File: src/rtl/seven_seg_scanner.sv
//------------------------------------------------------------------------------
// seven_seg_scanner
//
// Purpose:
//   Time-multiplexes four BCD digits onto a common-anode 4-digit 7-segment
//   display. A prescaler divides clk into digit slots of REFRESH_DIV cycles.
//   Each slot opens with BLANK_CYCLES of anode-off guard time to avoid
//   ghosting. Input digits, decimal points and the leading-zero flag are
//   captured once per 4-slot frame so a frame always shows one coherent value.
//
// Parameters:
//   REFRESH_DIV  - clk cycles per digit slot (4 .. 2^20)
//   BLANK_CYCLES - anode-off guard cycles at the start of each slot
//                  (1 .. REFRESH_DIV-2)
//
// Ports:
//   clk       in   single clock, all state on its rising edge
//   grst      in   asynchronous active-low reset
//   bcd_in    in   [15:0] four BCD digits, [3:0] = rightmost digit
//   dp_in     in   [3:0]  decimal point request per digit, active-high
//   blank_lz  in   blank leading zeros when 1
//   disp_en   in   when 0 all anodes are off, scanning keeps running
//   an        out  [3:0] anode drive, active-low, one-hot-low when lit
//   seg       out  [6:0] cathodes, active-low, seg[0]=CA .. seg[6]=CG
//   dp        out  decimal-point cathode, active-low
//   digit_idx out  [1:0] index of the current slot
//------------------------------------------------------------------------------
module seven_seg_scanner #(
    parameter int REFRESH_DIV  = 100000,
    parameter int BLANK_CYCLES = 1000
) (
    input  logic        clk,
    input  logic        grst,
    input  logic [15:0] bcd_in,
    input  logic [3:0]  dp_in,
    input  logic        blank_lz,
    input  logic        disp_en,
    output logic [3:0]  an,
    output logic [6:0]  seg,
    output logic        dp,
    output logic [1:0]  digit_idx
);

    localparam int PW = (REFRESH_DIV > 1) ? $clog2(REFRESH_DIV) : 1;
    localparam logic [PW-1:0] PRESC_LAST = PW'(REFRESH_DIV - 1);
    localparam logic [PW-1:0] GUARD_END  = PW'(BLANK_CYCLES);

    logic [PW-1:0] prescaler;
    logic [PW-1:0] prescaler_next;
    logic [1:0]    idx_next;
    logic          slot_wrap;
    logic          frame_end;

    logic [15:0]   snap_bcd;
    logic [3:0]    snap_dp;
    logic          snap_lz;

    logic [3:0]    an_next;
    logic [6:0]    seg_next;
    logic          dp_next;

    logic [3:0]    cur_digit;
    logic          cur_blank;
    logic          lead3_zero;
    logic          lead2_zero;
    logic          lead1_zero;

    // 7-segment font, active-low, bit order {CG,CF,CE,CD,CC,CB,CA}.
    // Non-BCD codes show a dash so a broken counter chain is visible.
    function automatic logic [6:0] decode_digit(input logic [3:0] value);
        logic [6:0] pattern;
        case (value)
            4'd0:    pattern = 7'b1000000;
            4'd1:    pattern = 7'b1111001;
            4'd2:    pattern = 7'b0100100;
            4'd3:    pattern = 7'b0110000;
            4'd4:    pattern = 7'b0011001;
            4'd5:    pattern = 7'b0010010;
            4'd6:    pattern = 7'b0000010;
            4'd7:    pattern = 7'b1111000;
            4'd8:    pattern = 7'b0000000;
            4'd9:    pattern = 7'b0010000;
            default: pattern = 7'b0111111;
        endcase
        return pattern;
    endfunction

    assign slot_wrap = (prescaler == PRESC_LAST);
    assign frame_end = slot_wrap && (digit_idx == 2'd3);

    // State register: the prescaler and the slot index. digit_idx is the
    // scan state itself and is driven straight onto the output port.
    always_ff @(posedge clk or negedge grst) begin
        if (!grst) begin
            prescaler <= '0;
            digit_idx <= 2'd0;
        end else begin
            prescaler <= prescaler_next;
            digit_idx <= idx_next;
        end
    end

    // Next-state logic: the slot index only moves when the prescaler wraps.
    always_comb begin
        prescaler_next = prescaler + 1'b1;
        idx_next       = digit_idx;
        if (slot_wrap) begin
            prescaler_next = '0;
            idx_next       = digit_idx + 2'd1;
        end
    end

    // Frame snapshot. Captured on the last cycle of slot 3 so the value used
    // for slot 3's outputs is still the old one and slot 0 of the next frame
    // starts on the new one.
    always_ff @(posedge clk or negedge grst) begin
        if (!grst) begin
            snap_bcd <= '0;
            snap_dp  <= '0;
            snap_lz  <= 1'b0;
        end else if (frame_end) begin
            snap_bcd <= bcd_in;
            snap_dp  <= dp_in;
            snap_lz  <= blank_lz;
        end
    end

    // Leading-zero chain: a digit is a leading zero when it and every digit
    // to its left are zero. Digit 0 always shows.
    always_comb begin
        lead3_zero = (snap_bcd[15:12] == 4'd0);
        lead2_zero = lead3_zero && (snap_bcd[11:8] == 4'd0);
        lead1_zero = lead2_zero && (snap_bcd[7:4] == 4'd0);
    end

    // Output logic: everything the display needs for this cycle's slot,
    // computed from the same prescaler/digit_idx so that anode and cathode
    // patterns always switch together when registered.
    always_comb begin
        cur_digit = snap_bcd[3:0];
        cur_blank = 1'b0;
        case (digit_idx)
            2'd0: begin
                cur_digit = snap_bcd[3:0];
                cur_blank = 1'b0;
            end
            2'd1: begin
                cur_digit = snap_bcd[7:4];
                cur_blank = snap_lz && lead1_zero;
            end
            2'd2: begin
                cur_digit = snap_bcd[11:8];
                cur_blank = snap_lz && lead2_zero;
            end
            default: begin
                cur_digit = snap_bcd[15:12];
                cur_blank = snap_lz && lead3_zero;
            end
        endcase

        seg_next = cur_blank ? 7'b1111111 : decode_digit(cur_digit);
        dp_next  = ~snap_dp[digit_idx];

        if (!disp_en || (prescaler < GUARD_END)) begin
            an_next = 4'b1111;
        end else begin
            an_next = ~(4'b0001 << digit_idx);
        end
    end

    // Registered display drive; reset forces every segment and anode dark
    // without waiting for a clock edge.
    always_ff @(posedge clk or negedge grst) begin
        if (!grst) begin
            an  <= 4'b1111;
            seg <= 7'b1111111;
            dp  <= 1'b1;
        end else begin
            an  <= an_next;
            seg <= seg_next;
            dp  <= dp_next;
        end
    end

endmodule

File: config.mk
export PLATFORM = sky130hd
export DESIGN_NAME = seven_seg_scanner
export DESIGN_NICKNAME = d
export VERILOG_FILES = /design/src/rtl/seven_seg_scanner.sv
export SDC_FILE = /design/constraint.sdc
export NUM_CORES = 1
export LEC_CHECK = 0
export ABC_CLOCK_PERIOD_IN_PS = 4100
export BUFFER_PORTS_ARGS = -buffer_cell sky130_fd_sc_hd__buf_2
export CAP_MARGIN = 0
export CORE_MARGIN = 4
export CORE_UTILIZATION = 45
export DETAILED_ROUTE_END_ITERATION = 10
export GPL_ROUTABILITY_DRIVEN = 0
export PLACE_DENSITY = 0.71
export SLEW_MARGIN = 30
export SYNTH_ARGS = -nofsm -noshare
export SYNTH_HDL_FRONTEND = slang
export SYNTH_SLANG_ARGS = --single-unit
File: constraint.sdc
create_clock -name clk -period 4.1 [get_ports clk]
set_clock_uncertainty 0.1 [all_clocks]
set_input_delay 0.41 -clock clk [delete_from_list [all_inputs] [get_ports clk]]
set_output_delay 0.41 -clock clk [all_outputs]
set_load 0.05 [all_outputs]
---- Yosys cells after proc, flatten, opt, wreduce, memory -nomap -nowiden ----
Memories as Yosys holds them, arrays and structs flattened.
Cells that the tools add are included.
storage, ports and cells
  flip-flop bits (word level) ............. 52
  bits in read-only memories .............. 112
  memories kept ........................... 1
cells by class
  add/sub/neg operators ................... 2
  magnitude comparators ................... 2
  eq/ne operators ......................... 4
  shifts and indexed selects .............. 1
  mux-type cells .......................... 7
  bitwise operators ....................... 2
  reductions and logical operators ........ 12
memories
  name              words  bits a word  rd ports  clocked after memory_dff  wr ports  line  source
  (name not given)  16     7            1         0                         0         72    case (value)
operators by type and width
  operator               count
  $add 17x1->17 const B  1
  $eq 17x17->1 const B   1
  $lt 17x10->1 const B   1
  $mux 17                1
  $logic_not 4->1        3
  $pmux 4 s3             1
  $mux 7                 1
  $logic_and 1x1->1      6
  $eq 2x2->1 const B     2
  $mux 4                 1
  $not 4->4              1
  $shl 1x2->4 const A    1
  $lt 2x3->1 const B     1
  $pmux 1 s3             1
  $add 2x1->2 const B    1
  $bmux 1 s2             1
  $eq 2x1->1 const B     1
  $logic_not 2->1        1
  $logic_not 1->1        1
  $logic_or 1x1->1       1
  $mux 1                 1
  $not 1->1              1

---- Depth between registers and ports, before layout ----
  depth in word-level cells ............... 6
  mapped depth ............................ 8
  depth with buffers taken out ............ 8

---- Least setup slack after synthesis ----
OpenSTA, ideal clock, no wires.
  path type ............................... register to register
  start point ............................. register digit_idx[0]
  end point ............................... register seg[4]
  arrival ................................. 2.271 ns
  setup slack ............................. 1.650 ns
  stages on the path, launching flop included .. 9
  path buffers ............................ 0
  period minus slack after synthesis ...... 2.450 ns
  path through ............................ dfrtp_1 > inv_1 > ha_1 > a222oi_1 > mux2_2 > inv_1 > ha_1 > and3_1 > o21ai_0
between the ends
  longest elaborated chain between the ends .. 4
ends and longest elaborated chain
  element                             line  source
  start: declaration                  41    output logic [1:0] digit_idx
  start signal: assignment            99    digit_idx <= idx_next;
  $eq 2x2->1 (tied with other cells)  142   case (digit_idx)
  $pmux 4 s3                          142
  $mem_v2 16x7                        n/a
  $mux 7 (*)                          161   seg_next = cur_blank ? 7'b1111111 : decode_digit(cur_digit);
  net seg_next[4]                     59    logic [6:0] seg_next;
  end signal: assignment              180   seg <= seg_next;
  end: declaration                    39    output logic [6:0] seg,
The timed path passes the listed nets; every way through them passes the cells marked *.
A chain may end at the register's enable or synchronous reset.

---- Worst setup path after layout ----
  start point ............................. register prescaler[0]
  end point ............................... register snap_dp[2]
between the ends
  longest elaborated chain between the ends .. 2
ends and longest elaborated chain
  element                   line  source
  start: declaration        48    logic [PW-1:0] prescaler;
  start signal: assignment  98    prescaler <= prescaler_next;
  $eq 17x17->1              88    assign slot_wrap = (prescaler == PRESC_LAST);
  $logic_and 1x1->1         89    assign frame_end = slot_wrap && (digit_idx == 2'd3);
  end signal: assignment    123   snap_dp <= dp_in;
  end: declaration          55    logic [3:0] snap_dp;
Every way passes these cells.

==> impl_metrics.tcl <==
set metrics [dict create \
    layout.filler_cells 508 \
    hold_buffers 0 \
    p_leak_nw 1.39 \
    first_pass_iters 4 \
    fmax_mhz 397 \
    detail_route.wl_per_cell_um 14.4 \
    clock_tree.htree_level_count 2 \
    synthArstFlopShare 1.00 \
    grtUsageTotal 0.142 \
    layout-area-overhead-vs-synth_pct 12.8 \
    critical_path_class "flip-flop to flip-flop" \
    totalPowerFinal_mw 0.908 \
    cell_area_synth_mm2 0.00258 \
    grt.overflow.total 0 \
    synth-main-ff-cell "sky130_fd_sc_hd__dfrtp_1" \
    ys_seq_elements 52 \
    switching_share 0.245 \
    globalRoute.busiestLayer "met1" \
    max_cap_viol_count 0 \
    finalWorstPathRequiredPeriod_ps 2520 \
    post-route-drc-count 0 \
    clockRootBuffer "sky130_fd_sc_hd__clkbuf_8" \
    vias_in_the_first_global_route 1687 \
    hpwl_mm 3.38 \
    synth_compound_area_frac 0.0654 \
    yosys.area_share.simple 0.146 \
    detail_route.iter0.violations 119 \
    total_length_of_routed_wires_mm 4.59 \
    synth_xor_xnor_area_share 0.0475 \
    switchingPower_mw 0.222 \
    vias 1669 \
    power_per_unit_of_standard_cell_area_mw_per_mm2 312 \
    cts_buffers 5 \
    postSynthNetCount 240 \
    critPathCaptureType "flip-flop" \
    timing_worst_slew_pin_value_ps 735 \
    tritoncts_num_sinks 52 \
    finish.instance_area_mm2 0.00292 \
    unrepaired_setup_endpoints_after_global_routing "no" \
    portBuffers 37 \
    ir_drop_uv 140 \
    fp.dieW_um 83.8 \
    cts-root-to-sink-buffers 2 \
    run_status "completed" \
    clkTransAtPathRegs_ps 90 \
    fin_tns_setup_ps 0 \
    worst_ep_arrival_time_ps 2600 \
    power.combinational.fraction 0.095 \
    placed_instances 311 \
    post_synth_fa_ha_maj_area_fraction 0.0436 \
    top_ports 38 \
    ys_seq_area_frac 0.509 \
    finalSetupViolations 0 \
    crit_path_start_kind "flip-flop" \
    use_met2 0.202 \
    synth_cell_types 39 \
    netlist_instances 207 \
    row_count 27 \
    ant_nets 0 \
    die_h_um 83.8 \
    min_path_type "input pin to async pin" \
    synth-edff-count 0 \
    antenna-diode-count 0 \
    cts_post_setup_buffers_inserted 0 \
    syn_avg_cell_area_um2 12.5 \
    layout-drive-gt1-share 0.356 \
    synth.yosys.warnings 0 \
    grt.met1_usage 0.208 \
    initial_cell_density_of_the_core 0.466 \
    final_hold_viol_count 0 \
    core_area_mm2 0.00554 \
    synth_top_family_by_area "multiplexers" \
    vias_per_cell 5.23 \
    clkPwrFrac 0.307 \
    tritoncts "done" \
    timing.final.crit_share 0.614 \
    grt_first_pass_wirelength_mm 8.08 \
    mux_contribution_to_synthesized_area 0.158 \
    grt_util_met3 0.0395 \
    internal_power_mw 0.686 \
    timing.max_slew.rel_slack 0.510 \
    num-nets-final 279 \
    post_layout_nonfiller_instances 319 \
    number_of_antenna_violations_at_the_first_check_in_global_routing 0 \
    worstSkewPairLatency_ps 300 \
    worst-endpoint-required_ps 4190 \
    dpl-instance-area_mm2 0.00283 \
    final-max-slew-violation-count 0 \
    fin_hold_ws_ps 20.4 \
    postCtsResizedCells 0 \
    dieArea_mm2 0.00702 \
    path_max_fanout 21 \
    grt_max_degree 53 \
    power_frac_seq 0.598 \
]
## layout by cell type (no fill, tap or decap), types with 2 or more instances in the layout
cell type / n
sky130_fd_sc_hd__a211oi_1: 2
sky130_fd_sc_hd__a21oi_1: 2
sky130_fd_sc_hd__a222oi_1: 4
sky130_fd_sc_hd__a31oi_1: 3
sky130_fd_sc_hd__and2_1: 2
sky130_fd_sc_hd__and3_1: 4
sky130_fd_sc_hd__and4_1: 2
sky130_fd_sc_hd__buf_2: 36
sky130_fd_sc_hd__clkbuf_8: 5
sky130_fd_sc_hd__clkinvlp_4: 2
sky130_fd_sc_hd__dfrtp_1: 40
sky130_fd_sc_hd__dfstp_2: 12
sky130_fd_sc_hd__ha_1: 9
sky130_fd_sc_hd__inv_1: 12
sky130_fd_sc_hd__mux2_2: 4
sky130_fd_sc_hd__mux2_4: 20
sky130_fd_sc_hd__mux2i_1: 4
sky130_fd_sc_hd__nand2_1: 13
sky130_fd_sc_hd__nand3_1: 10
sky130_fd_sc_hd__nand4_1: 9
sky130_fd_sc_hd__nor2_1: 7
sky130_fd_sc_hd__nor2b_1: 2
sky130_fd_sc_hd__nor3_1: 3
sky130_fd_sc_hd__nor4_1: 3
sky130_fd_sc_hd__o211ai_1: 2
sky130_fd_sc_hd__o21ai_0: 7
sky130_fd_sc_hd__xnor2_1: 9
sky130_fd_sc_hd__xor2_1: 5
## cells in the mapped netlist, types with 3 or more instances
library cell / number / area, µm²
sky130_fd_sc_hd__a222oi_1: 4 / 40.0
sky130_fd_sc_hd__a31oi_1: 3 / 18.8
sky130_fd_sc_hd__and3_1: 4 / 25.0
sky130_fd_sc_hd__clkbuf_1: 3 / 11.3
sky130_fd_sc_hd__dfrtp_1: 40 / 1000
sky130_fd_sc_hd__dfstp_2: 12 / 315
sky130_fd_sc_hd__ha_1: 9 / 113
sky130_fd_sc_hd__inv_1: 12 / 45.0
sky130_fd_sc_hd__mux2_2: 4 / 45.0
sky130_fd_sc_hd__mux2_4: 20 / 300
sky130_fd_sc_hd__mux2i_1: 4 / 40.0
sky130_fd_sc_hd__nand2_1: 13 / 48.8
sky130_fd_sc_hd__nand3_1: 10 / 50.1
sky130_fd_sc_hd__nand4_1: 9 / 56.3
sky130_fd_sc_hd__nor2_1: 7 / 26.3
sky130_fd_sc_hd__nor3_1: 3 / 15.0
sky130_fd_sc_hd__nor4_1: 3 / 18.8
sky130_fd_sc_hd__o21ai_0: 7 / 35.0
sky130_fd_sc_hd__xnor2_1: 9 / 78.8
sky130_fd_sc_hd__xor2_1: 5 / 43.8
## path summary, 6_finish.rpt
kind	start	endpoint	slack, ps	cells past startpoint
setup reg to reg	prescaler[0]$_DFF_PN0_	snap_dp[2]$_DFFE_PN0P_	1580	5
hold / removal	grst	prescaler[5]$_DFF_PN0_	20	1
min in group clk	bcd_in[9]	snap_bcd[9]$_DFFE_PN0P_	230	2
setup / recovery	prescaler[0]$_DFF_PN0_	snap_dp[2]$_DFFE_PN0P_	1580	5
hold reg to reg	prescaler[0]$_DFF_PN0_	prescaler[0]$_DFF_PN0_	380	1
max in group asynchronous	grst	prescaler[16]$_DFF_PN0_	3470	1
## critical path, stage by stage (launching register included)
cell                      delay (ps)
sky130_fd_sc_hd__dfrtp_1         390
sky130_fd_sc_hd__ha_1            230
sky130_fd_sc_hd__nand4_1         180
sky130_fd_sc_hd__nor4_4          350
sky130_fd_sc_hd__nand3_2         630
sky130_fd_sc_hd__mux2_4          520
## cells by family after synthesis
| kind of cell | count (synthesis) |
|---|---|
| compound gates | 24 |
| xor+xnor | 14 |
| fa+ha+maj | 9 |
| buf+inv | 17 |
| flops | 52 |
| mux | 29 |
| simple gates | 62 |
## registers in the layout, summed over array words and instances, names as in the netlist
name,flops
an,4
digit_idx,2
dp,1
prescaler,17
seg,7
snap_bcd,16
snap_dp,4
snap_lz,1
## power by group through the flow
stage | logic, mW | registers (mW) | clock network, mW
2_1_floorplan | 0.0327 | 0.573 | 0
3_3_place_gp | 0.0852 | 0.552 | 0
3_5_place_dp | 0.0872 | 0.553 | 0
4_1_cts | 0.0876 | 0.543 | 0.290
5_1_grt | 0.0952 | 0.546 | 0.307
6_report | 0.0861 | 0.543 | 0.279
## per-layer routing
layer	routed length (µm)	up-vias
met5	0	-
met4	66	0
met3	240	5
met2	1920	44
met1	2360	793
li1	-	827
## metrics by stage
step	util	setup WS, ps
global route	0.526	1400
detailed placement	0.510	1550
CTS	0.526	1530
global placement	0.510	1640
finish	0.526	1580
floorplan	-	1650
## area by class of cell
cell class	count	area, µm²	area share
timing repair buffer	37	188	0.0644
sequential	52	1320	0.452
inverter	12	45.0	0.0155
multi-input combinational	138	1190	0.408
tap	72	90.1	0.0309
clock buffer	5	68.8	0.0236
clock inverter	3	18.8	0.00644
No activity file was read; power rests on OpenSTA's default activity.
